--- src/rtl/ddr_chip_cmd_tracker.sv ---
// DDR chip command front end: per-bank state machines, core timing enforcement and
// CL-delayed read/write burst window generation.
module ddr_chip_cmd_tracker #(
  parameter int unsigned BGWIDTH   = 2,
  parameter int unsigned BAWIDTH   = 2,
  parameter int unsigned ADDRWIDTH = 17,
  parameter int unsigned COLWIDTH  = 10,
  parameter int unsigned BL        = 8,
  parameter int unsigned CL        = 4,
  parameter int unsigned TRCD      = 3,
  parameter int unsigned TRAS      = 8,
  parameter int unsigned TRP       = 3,
  parameter int unsigned TRFC      = 20,
  parameter int unsigned TCCD_S    = 4,
  parameter int unsigned TCCD_L    = 6,
  localparam int unsigned BEATW    = (BL > 2) ? $clog2(BL / 2) : 1
) (
  input  logic                 clk,
  input  logic                 reset,
  input  logic                 halt,
  input  logic                 cmd_valid,
  input  logic [2:0]           cmd,
  input  logic [BGWIDTH-1:0]   bg,
  input  logic [BAWIDTH-1:0]   ba,
  input  logic [ADDRWIDTH-1:0] row,
  input  logic [COLWIDTH-1:0]  column,
  output logic                 cmd_ready,
  output logic                 cmd_ack,
  output logic                 cmd_err,
  output logic                 burst_active,
  output logic                 burst_rd,
  output logic [BGWIDTH-1:0]   burst_bg,
  output logic [BAWIDTH-1:0]   burst_ba,
  output logic [ADDRWIDTH-1:0] burst_row,
  output logic [COLWIDTH-1:0]  burst_col,
  output logic [BEATW-1:0]     burst_beat,
  input  logic [BGWIDTH-1:0]   q_bg,
  input  logic [BAWIDTH-1:0]   q_ba,
  output logic                 q_open,
  output logic [ADDRWIDTH-1:0] q_row
);

  localparam int unsigned NBW  = BGWIDTH + BAWIDTH;
  localparam int unsigned NB   = 2 ** NBW;
  localparam int unsigned NBG  = 2 ** BGWIDTH;
  localparam int unsigned CntW = $clog2(TRFC + TRAS + TRCD + TRP + TCCD_L + 2);
  // Counters hold "edges still to wait"; the command edge itself counts as the first.
  localparam int unsigned LdTrcd = (TRCD > 1) ? TRCD - 1 : 0;
  localparam int unsigned LdTras = (TRAS > 1) ? TRAS - 1 : 0;
  localparam int unsigned LdTrp  = (TRP > 1) ? TRP - 1 : 0;
  localparam int unsigned LdTrfc = (TRFC > 1) ? TRFC - 1 : 0;
  localparam int unsigned LdCcdS = (TCCD_S > 1) ? TCCD_S - 1 : 0;
  localparam int unsigned LdCcdL = (TCCD_L > 1) ? TCCD_L - 1 : 0;

  localparam logic [2:0] CmdNop = 3'd0, CmdAct = 3'd1, CmdRd = 3'd2, CmdWr = 3'd3,
                         CmdPre = 3'd4, CmdPrea = 3'd5, CmdRef = 3'd6;

  typedef enum logic [2:0] {
    StIdle, StActivating, StActive, StPrecharging, StRefreshing
  } bank_state_e;

  typedef struct packed {
    logic                 valid;
    logic                 rd;
    logic [BGWIDTH-1:0]   bg;
    logic [BAWIDTH-1:0]   ba;
    logic [ADDRWIDTH-1:0] row;
    logic [COLWIDTH-1:0]  col;
  } pipe_t;

  bank_state_e          bank_state_q [NB];
  bank_state_e          bank_state_d [NB];
  logic [CntW-1:0]      timer_q [NB];
  logic [CntW-1:0]      timer_d [NB];
  logic [CntW-1:0]      tras_q [NB];
  logic [CntW-1:0]      tras_d [NB];
  logic [ADDRWIDTH-1:0] open_row_q [NB];
  logic [ADDRWIDTH-1:0] open_row_d [NB];
  logic [CntW-1:0]      ccd_q [NBG];
  logic [CntW-1:0]      ccd_d [NBG];
  logic [CntW-1:0]      ref_cnt_q, ref_cnt_d;
  pipe_t                pipe_q [CL];
  pipe_t                pipe_d [CL];
  pipe_t                burst_q, burst_d;
  logic                 active_q, active_d;
  logic [BEATW-1:0]     beat_q, beat_d;
  logic                 ack_q, err_q;

  logic [NBW-1:0] sel;
  logic           all_idle, all_pre_ok, legal, accept, reject;

  function automatic logic [CntW-1:0] dec(input logic [CntW-1:0] v);
    return (v == '0) ? v : v - CntW'(1);
  endfunction

  function automatic logic [CntW-1:0] max_cnt(input logic [CntW-1:0] a,
                                              input logic [CntW-1:0] b);
    return (a > b) ? a : b;
  endfunction

  assign sel       = {bg, ba};
  assign cmd_ready = !halt;

  always_comb begin
    all_idle   = 1'b1;
    all_pre_ok = 1'b1;
    for (int i = 0; i < NB; i++) begin
      if (bank_state_q[i] != StIdle) all_idle = 1'b0;
      if (!(bank_state_q[i] == StIdle ||
            (bank_state_q[i] == StActive && tras_q[i] == '0))) all_pre_ok = 1'b0;
    end
  end

  always_comb begin
    legal = 1'b0;
    case (cmd)
      CmdNop:       legal = 1'b1;
      CmdAct:       legal = (bank_state_q[sel] == StIdle) && (ref_cnt_q == '0);
      CmdRd, CmdWr: legal = (bank_state_q[sel] == StActive) && (ccd_q[bg] == '0);
      CmdPre:       legal = (bank_state_q[sel] == StIdle) ||
                            (bank_state_q[sel] == StActive && tras_q[sel] == '0);
      CmdPrea:      legal = all_pre_ok;
      CmdRef:       legal = all_idle;
      default:      legal = 1'b0;
    endcase
  end

  assign accept = cmd_valid && !halt && legal;
  assign reject = cmd_valid && !halt && !legal;

  always_comb begin
    bank_state_d = bank_state_q;
    open_row_d   = open_row_q;
    ref_cnt_d    = dec(ref_cnt_q);
    for (int i = 0; i < NB; i++) begin
      timer_d[i] = dec(timer_q[i]);
      tras_d[i]  = dec(tras_q[i]);
      case (bank_state_q[i])
        StActivating:  if (timer_q[i] <= CntW'(1)) bank_state_d[i] = StActive;
        StPrecharging: if (timer_q[i] <= CntW'(1)) bank_state_d[i] = StIdle;
        StRefreshing:  if (ref_cnt_q <= CntW'(1)) bank_state_d[i] = StIdle;
        default: ;
      endcase
    end
    for (int g = 0; g < NBG; g++) ccd_d[g] = dec(ccd_q[g]);
    pipe_d[0] = '0;
    for (int k = 1; k < CL; k++) pipe_d[k] = pipe_q[k-1];

    if (accept) begin
      case (cmd)
        CmdAct: begin
          bank_state_d[sel] = (TRCD > 1) ? StActivating : StActive;
          timer_d[sel]      = CntW'(LdTrcd);
          tras_d[sel]       = CntW'(LdTras);
          open_row_d[sel]   = row;
        end
        CmdRd, CmdWr: begin
          for (int g = 0; g < NBG; g++)
            ccd_d[g] = max_cnt(ccd_d[g], (BGWIDTH'(g) == bg) ? CntW'(LdCcdL) : CntW'(LdCcdS));
          pipe_d[0].valid = 1'b1;
          pipe_d[0].rd    = (cmd == CmdRd);
          pipe_d[0].bg    = bg;
          pipe_d[0].ba    = ba;
          pipe_d[0].row   = open_row_q[sel];
          pipe_d[0].col   = column;
        end
        CmdPre: begin
          if (bank_state_q[sel] == StActive) begin
            bank_state_d[sel] = (TRP > 1) ? StPrecharging : StIdle;
            timer_d[sel]      = CntW'(LdTrp);
          end
        end
        CmdPrea: begin
          for (int i = 0; i < NB; i++) begin
            if (bank_state_q[i] == StActive) begin
              bank_state_d[i] = (TRP > 1) ? StPrecharging : StIdle;
              timer_d[i]      = CntW'(LdTrp);
            end
          end
        end
        CmdRef: begin
          ref_cnt_d = CntW'(LdTrfc);
          for (int i = 0; i < NB; i++) bank_state_d[i] = (TRFC > 1) ? StRefreshing : StIdle;
        end
        default: ;
      endcase
    end
  end

  // A new window can only start once the previous one has ended (TCCD_S >= BL/2).
  always_comb begin
    burst_d  = burst_q;
    active_d = active_q;
    beat_d   = beat_q;
    if (pipe_q[CL-1].valid) begin
      burst_d  = pipe_q[CL-1];
      active_d = 1'b1;
      beat_d   = '0;
    end else if (active_q) begin
      if (beat_q == BEATW'(BL / 2 - 1)) begin
        active_d = 1'b0;
        beat_d   = '0;
      end else begin
        beat_d = beat_q + BEATW'(1);
      end
    end
  end

  always_ff @(posedge clk or posedge reset) begin
    if (reset) begin
      for (int i = 0; i < NB; i++) begin
        bank_state_q[i] <= StIdle;
        timer_q[i]      <= '0;
        tras_q[i]       <= '0;
        open_row_q[i]   <= '0;
      end
      for (int g = 0; g < NBG; g++) ccd_q[g] <= '0;
      for (int k = 0; k < CL; k++) pipe_q[k] <= '0;
      ref_cnt_q <= '0;
      burst_q   <= '0;
      active_q  <= 1'b0;
      beat_q    <= '0;
      ack_q     <= 1'b0;
      err_q     <= 1'b0;
    end else begin
      ack_q <= accept;
      err_q <= reject;
      if (!halt) begin
        bank_state_q <= bank_state_d;
        timer_q      <= timer_d;
        tras_q       <= tras_d;
        open_row_q   <= open_row_d;
        ccd_q        <= ccd_d;
        pipe_q       <= pipe_d;
        ref_cnt_q    <= ref_cnt_d;
        burst_q      <= burst_d;
        active_q     <= active_d;
        beat_q       <= beat_d;
      end
    end
  end

  assign cmd_ack      = ack_q;
  assign cmd_err      = err_q;
  assign burst_active = active_q;
  assign burst_rd     = burst_q.rd;
  assign burst_bg     = burst_q.bg;
  assign burst_ba     = burst_q.ba;
  assign burst_row    = burst_q.row;
  assign burst_col    = burst_q.col;
  assign burst_beat   = beat_q;
  assign q_open       = (bank_state_q[{q_bg, q_ba}] == StActive);
  assign q_row        = open_row_q[{q_bg, q_ba}];

endmodule

--- config.mk ---
export PLATFORM = sky130hd
export DESIGN_NAME = ddr_chip_cmd_tracker
export DESIGN_NICKNAME = d
export VERILOG_FILES = /design/src/rtl/ddr_chip_cmd_tracker.sv
export SDC_FILE = /design/constraint.sdc
export NUM_CORES = 2
export LEC_CHECK = 0
export ABC_AREA = 1
export BUFFER_PORTS_ARGS = -buffer_cell sky130_fd_sc_hd__buf_2
export CORE_MARGIN = 3
export CORE_UTILIZATION = 50
export DETAILED_ROUTE_END_ITERATION = 6
export PLACE_DENSITY = 0.66
export SETUP_SLACK_MARGIN = 0.05
export SLEW_MARGIN = 20
export SYNTH_ARGS = -nofsm -noshare
export SYNTH_HDL_FRONTEND = slang
export SYNTH_SLANG_ARGS = --single-unit
--- constraint.sdc ---
create_clock -name clk -period 29.4 [get_ports clk]
set_input_delay 5.88 -clock clk [delete_from_list [all_inputs] [get_ports clk]]
set_output_delay 5.88 -clock clk [all_outputs]
set_load 0.1 [all_outputs]
==> results summary <==
The final critical-path share of the clock period came out at approximately 51%. Between clock sinks in the finished design, the worst skew comes to 0.0269 ns. In the routed design, unresolved DRC markers number 0. The first global-routing pass estimated 195,000 µm of wire. The number of setup buffers added after CTS came out at 0.

The number of pins with negative max-slew slack in the final report came out at 0. The global-route track usage on met2 is 43.5%. The parity-gate share of the synthesized area counting xor and xnor cells came out at 2.22%.

The area of all placed cells without fillers came out at about 44,000 µm². The synthesized area came out at 40,300 µm². The number of antenna violations at the first check in global routing came out at 2. Buffers inserted to repair hold after CTS numbered 0. The number of non-filler instances in the completed layout is roughly 6,500. The power density normalized to cell area came out at 81.2 nW/µm². The via count came out at ~37,000. The net count of the finished layout came out at 5,554. The flow ran to the end, and the final reports show no timing, DRC or antenna violations. The maximum number of pins on one net before global-route repair came out at 171.

The static leakage is around 22 nW. The worst-case IR drop observed on VDD is approximately 0.000051 V. The final hold slack came out at 0.459 ns.

The starting utilization of the core area came out at 50.8%. Multiplexer cells account for 0.894% of the synthesized area. The quantity of I/O buffers inserted on ports is 97. The weighted congestion at the end of routability-driven global placement is 0.914. The post-synthesis area per instance is 7.31 µm². Summing all placed instances gives a cell area of 41,400 µm².

The worst pin sits at a relative slew slack of approximately a quarter. The endpoint type of the worst setup path is a primary output. The global-route track usage on met3 came out at 4.61%.

The first-pass iteration count of the detailed router came out at 6. The number of global-route vias before repair is 34,800. The distinct cell type count after synthesis is 43. The number of nets with antenna violations after routing came out at 0. The relative area change from synthesis to final layout is 9.35%. The total wire length came out at 121,000 µm. For the worst-skew pair, the clock arrives at the later sink with an insertion delay of 0.63 ns. The most used routing layer in global routing is met2. The maximum fanout encountered on the critical timing path is 102. The floorplan has 103 rows. The sequential cell area fraction in the yosys report is 44.1%. The count of endpoints failing hold in the final timing report came out at 0. For met1 alone, demand over resource in global routing was 41.0%. At the pin with the least slew margin, the transition time is between 1 and 1.5 ns. Setup repair after global routing left no endpoint under its margin.

The total global routing overflow is 0. The data required time of the worst path is ~24 ns. TritonCTS created 82 clock buffers. The number of DRC markers in iteration 0 is slightly above 4,000. The post-cts sizing count is 0. The final-report setup violation count is 0. The count of boundary I/O pins is 98. The post-synthesis simple-gate area fraction came out at 26.6%. The die is 290 µm wide. The combined global-route utilization of all metal layers is roughly 28%. The tree is rooted in a sky130_fd_sc_hd__clkbuf_16. Clock-pin slew was measured on the worst setup and hold paths at about 0.060 ns. The data arrival time of the critical path came out at 8.97 ns. The number of max-cap violations came out at 0.

The CTS tree is yes. The number of cells produced by synthesis came out at 5,516. The count of warnings emitted by yosys is 0.

For this run, the top clock speed supported by timing is 0.0673 GHz. The core box area came out at 79,400 µm². The synthesized netlist net count came out at about 5,600.

The routed design could run at a clock period as short as 14.85 ns. The setup total negative slack is 0 ns. The fraction of the mapped netlist area in adder cells is 2.27%.

The area of the die is 84,100 µm². The number of H-tree branching levels came out at 3. The post-synthesis compound-gate area fraction came out at 16.6%. The worst hold path belongs to the class flop to flop. The fraction of final layout cells with drive strength greater than 1 is 6.42%. The vias per cell came out at 5.71. The detailed-placement wirelength estimate came out at slightly above 70,000 µm. The cell count after placement is 6,405.

In this run the deepest clock path goes through 3 buffers. The die boundary height is 290 µm. The kind of start point of the critical path is a primary input. The setup path with the least slack is of type primary input to primary output.

In the final routed layout, each cell accounts on average for 18.5 µm. The total number of clock tree sinks is 711. By area, the combinational part of the netlist is dominated by simple AND/OR/NAND/NOR gates. The register bit total from synthesis is between 700 and 800.
## registers in the layout, summed over array words and instances, names as in the netlist
register      cells
ref_cnt_q         6
open_row_q      272
cmd_ack           1
burst_beat        2
pipe_q           33
tras_q           96
burst_row        17
bank_state_q     48
cmd_err           1
ccd_q            24
burst_ba          2
burst_active      1
timer_q          96
burst_rd          1
pipe_d           99
burst_col        10
burst_bg          2
## logic make-up (layout without fill, tap and decap cells)
group / count (synthesis) / in the layout
AO/OA/AOI/OAI: 1198 / 1198
XOR/XNOR: 102 / 102
multiplexers: 32 / 32
buffers and inverters: 751 / 730
other: 0 / 1
AND/OR/NAND/NOR: 2649 / 2649
flip-flops: 711 / 711
adder cells (fa/ha/maj): 73 / 73
## critical path, stage by stage
cell,delay (ns)
sky130_fd_sc_hd__buf_4,0.31
sky130_fd_sc_hd__inv_4,0.41
sky130_fd_sc_hd__buf_4,0.84
sky130_fd_sc_hd__o21ai_0,0.26
sky130_fd_sc_hd__a21oi_1,0.20
sky130_fd_sc_hd__a221oi_1,0.10
sky130_fd_sc_hd__or2_2,0.41
sky130_fd_sc_hd__inv_1,0.08
sky130_fd_sc_hd__buf_2,0.42
## cell usage in the layout (no fill, tap or decap), types with 6 or more instances in the layout
cell                        count
sky130_fd_sc_hd__a21oi_1      202
sky130_fd_sc_hd__a22oi_1      137
sky130_fd_sc_hd__a31oi_1       16
sky130_fd_sc_hd__buf_2         95
sky130_fd_sc_hd__buf_4         57
sky130_fd_sc_hd__bufinv_16      7
sky130_fd_sc_hd__clkbuf_1      19
sky130_fd_sc_hd__clkbuf_16     83
sky130_fd_sc_hd__clkbuf_8      16
sky130_fd_sc_hd__clkinv_2       9
sky130_fd_sc_hd__dfrtp_1      711
sky130_fd_sc_hd__ha_1          73
sky130_fd_sc_hd__inv_1        424
sky130_fd_sc_hd__inv_2          6
sky130_fd_sc_hd__mux2_2        32
sky130_fd_sc_hd__nand2_1     1676
sky130_fd_sc_hd__nand3_1      274
sky130_fd_sc_hd__nand3b_1       8
sky130_fd_sc_hd__nand4_1       51
sky130_fd_sc_hd__nand4_2        9
sky130_fd_sc_hd__nor2_1       524
sky130_fd_sc_hd__nor3_1        62
sky130_fd_sc_hd__nor4_1        18
sky130_fd_sc_hd__o211ai_1      30
sky130_fd_sc_hd__o21a_1         6
sky130_fd_sc_hd__o21ai_0      678
sky130_fd_sc_hd__o21ai_1       33
sky130_fd_sc_hd__o221ai_1      50
sky130_fd_sc_hd__o22ai_1       36
sky130_fd_sc_hd__or2_2          7
sky130_fd_sc_hd__xnor2_1       17
sky130_fd_sc_hd__xor2_1        85
## synthesized netlist by cell type
cell type                      n  area (µm²)
sky130_fd_sc_hd__o221ai_1     50         438
sky130_fd_sc_hd__inv_1       428        1610
sky130_fd_sc_hd__a211oi_1      1        7.51
sky130_fd_sc_hd__inv_2         5        18.8
sky130_fd_sc_hd__nand3_1     274        1370
sky130_fd_sc_hd__dfrtp_1     711       17800
sky130_fd_sc_hd__o22ai_1      36         225
sky130_fd_sc_hd__nor2_1      529        1990
sky130_fd_sc_hd__nand3_2       1        10.0
sky130_fd_sc_hd__a31o_2        1        8.76
sky130_fd_sc_hd__a31oi_1      16         100
sky130_fd_sc_hd__a22oi_1     137        1030
sky130_fd_sc_hd__buf_2        59         295
sky130_fd_sc_hd__buf_6         3        33.8
sky130_fd_sc_hd__nand4_2       9         113
sky130_fd_sc_hd__nand4_1      51         319
sky130_fd_sc_hd__a21oi_1     202        1010
sky130_fd_sc_hd__nand3b_1      8        60.1
sky130_fd_sc_hd__and3_1        2        12.5
sky130_fd_sc_hd__o21ai_1      33         165
sky130_fd_sc_hd__or2_2         7        43.8
sky130_fd_sc_hd__nand2_2       4        25.0
sky130_fd_sc_hd__nor4_1       20         125
sky130_fd_sc_hd__buf_1        29         109
sky130_fd_sc_hd__nor3_1       64         320
sky130_fd_sc_hd__nand2_1    1676        6290
sky130_fd_sc_hd__o211ai_1     30         225
sky130_fd_sc_hd__mux2_2       32         360
sky130_fd_sc_hd__o31ai_1       4        30.0
sky130_fd_sc_hd__xnor2_1      17         149
sky130_fd_sc_hd__buf_4         4        30.0
sky130_fd_sc_hd__ha_1         73         913
sky130_fd_sc_hd__o21bai_1      1        7.51
sky130_fd_sc_hd__xor2_1       85         744
sky130_fd_sc_hd__clkbuf_2      3        15.0
sky130_fd_sc_hd__clkbuf_1    219         822
sky130_fd_sc_hd__o21ai_0     678        3390
sky130_fd_sc_hd__a221oi_1      2        17.5
sky130_fd_sc_hd__nor2_2        3        18.8
sky130_fd_sc_hd__a2111oi_0     1        8.76
sky130_fd_sc_hd__nor3_2        1        10.0
sky130_fd_sc_hd__o21a_1        6        45.0
sky130_fd_sc_hd__clkinv_1      1        3.75
## power breakdown
part	leakage [nW]	switching, mW	internal (mW)
combinational	11.0	0.817	0.424
clock	1.33	0.416	0.620
sequential	9.56	0.154	1.15
total	21.9	1.39	2.19
## final timing paths
kind,from,endpoint,slack (ns),depth (start not counted)
max in group asynchronous,reset,tras_q[18],21.01,5
setup / recovery,q_ba[0],q_open,14.55,9
hold / removal,pipe_d[9],pipe_q[9],0.46,2
setup reg to reg,bank_state_q[9],pipe_d[91],24.61,17
min in group asynchronous,reset,pipe_q[15],5.32,2
hold reg to reg,pipe_d[9],pipe_q[9],0.46,2
## metrics by stage
stage                     total power [mW]  setup slack (ns)  utilization (%)
after global routing                  3.86             14.35             55.5
after global placement                2.51             14.79             52.1
after floorplan                       2.27              3.58                -
after CTS                             3.59             14.63             55.5
final                                 3.58             14.55             55.5
after detailed placement              2.54             14.63             52.1
## routing by layer
metal	routed length, µm	vias up
met5	0	-
met4	3410	0
met3	10500	247
met2	53000	1609
met1	54200	17600
li1	-	18000
## final cells by class
class,instances,area (µm²)
tap,1050,1310
sequential,711,17800
inverter,434,1650
fill,7627,35300
clock inverter,22,333
antenna,1,2.50
multi-input combinational,4054,19600
clock buffer,118,2370
timing repair buffer,156,978
(Power assumes the default switching activity.)
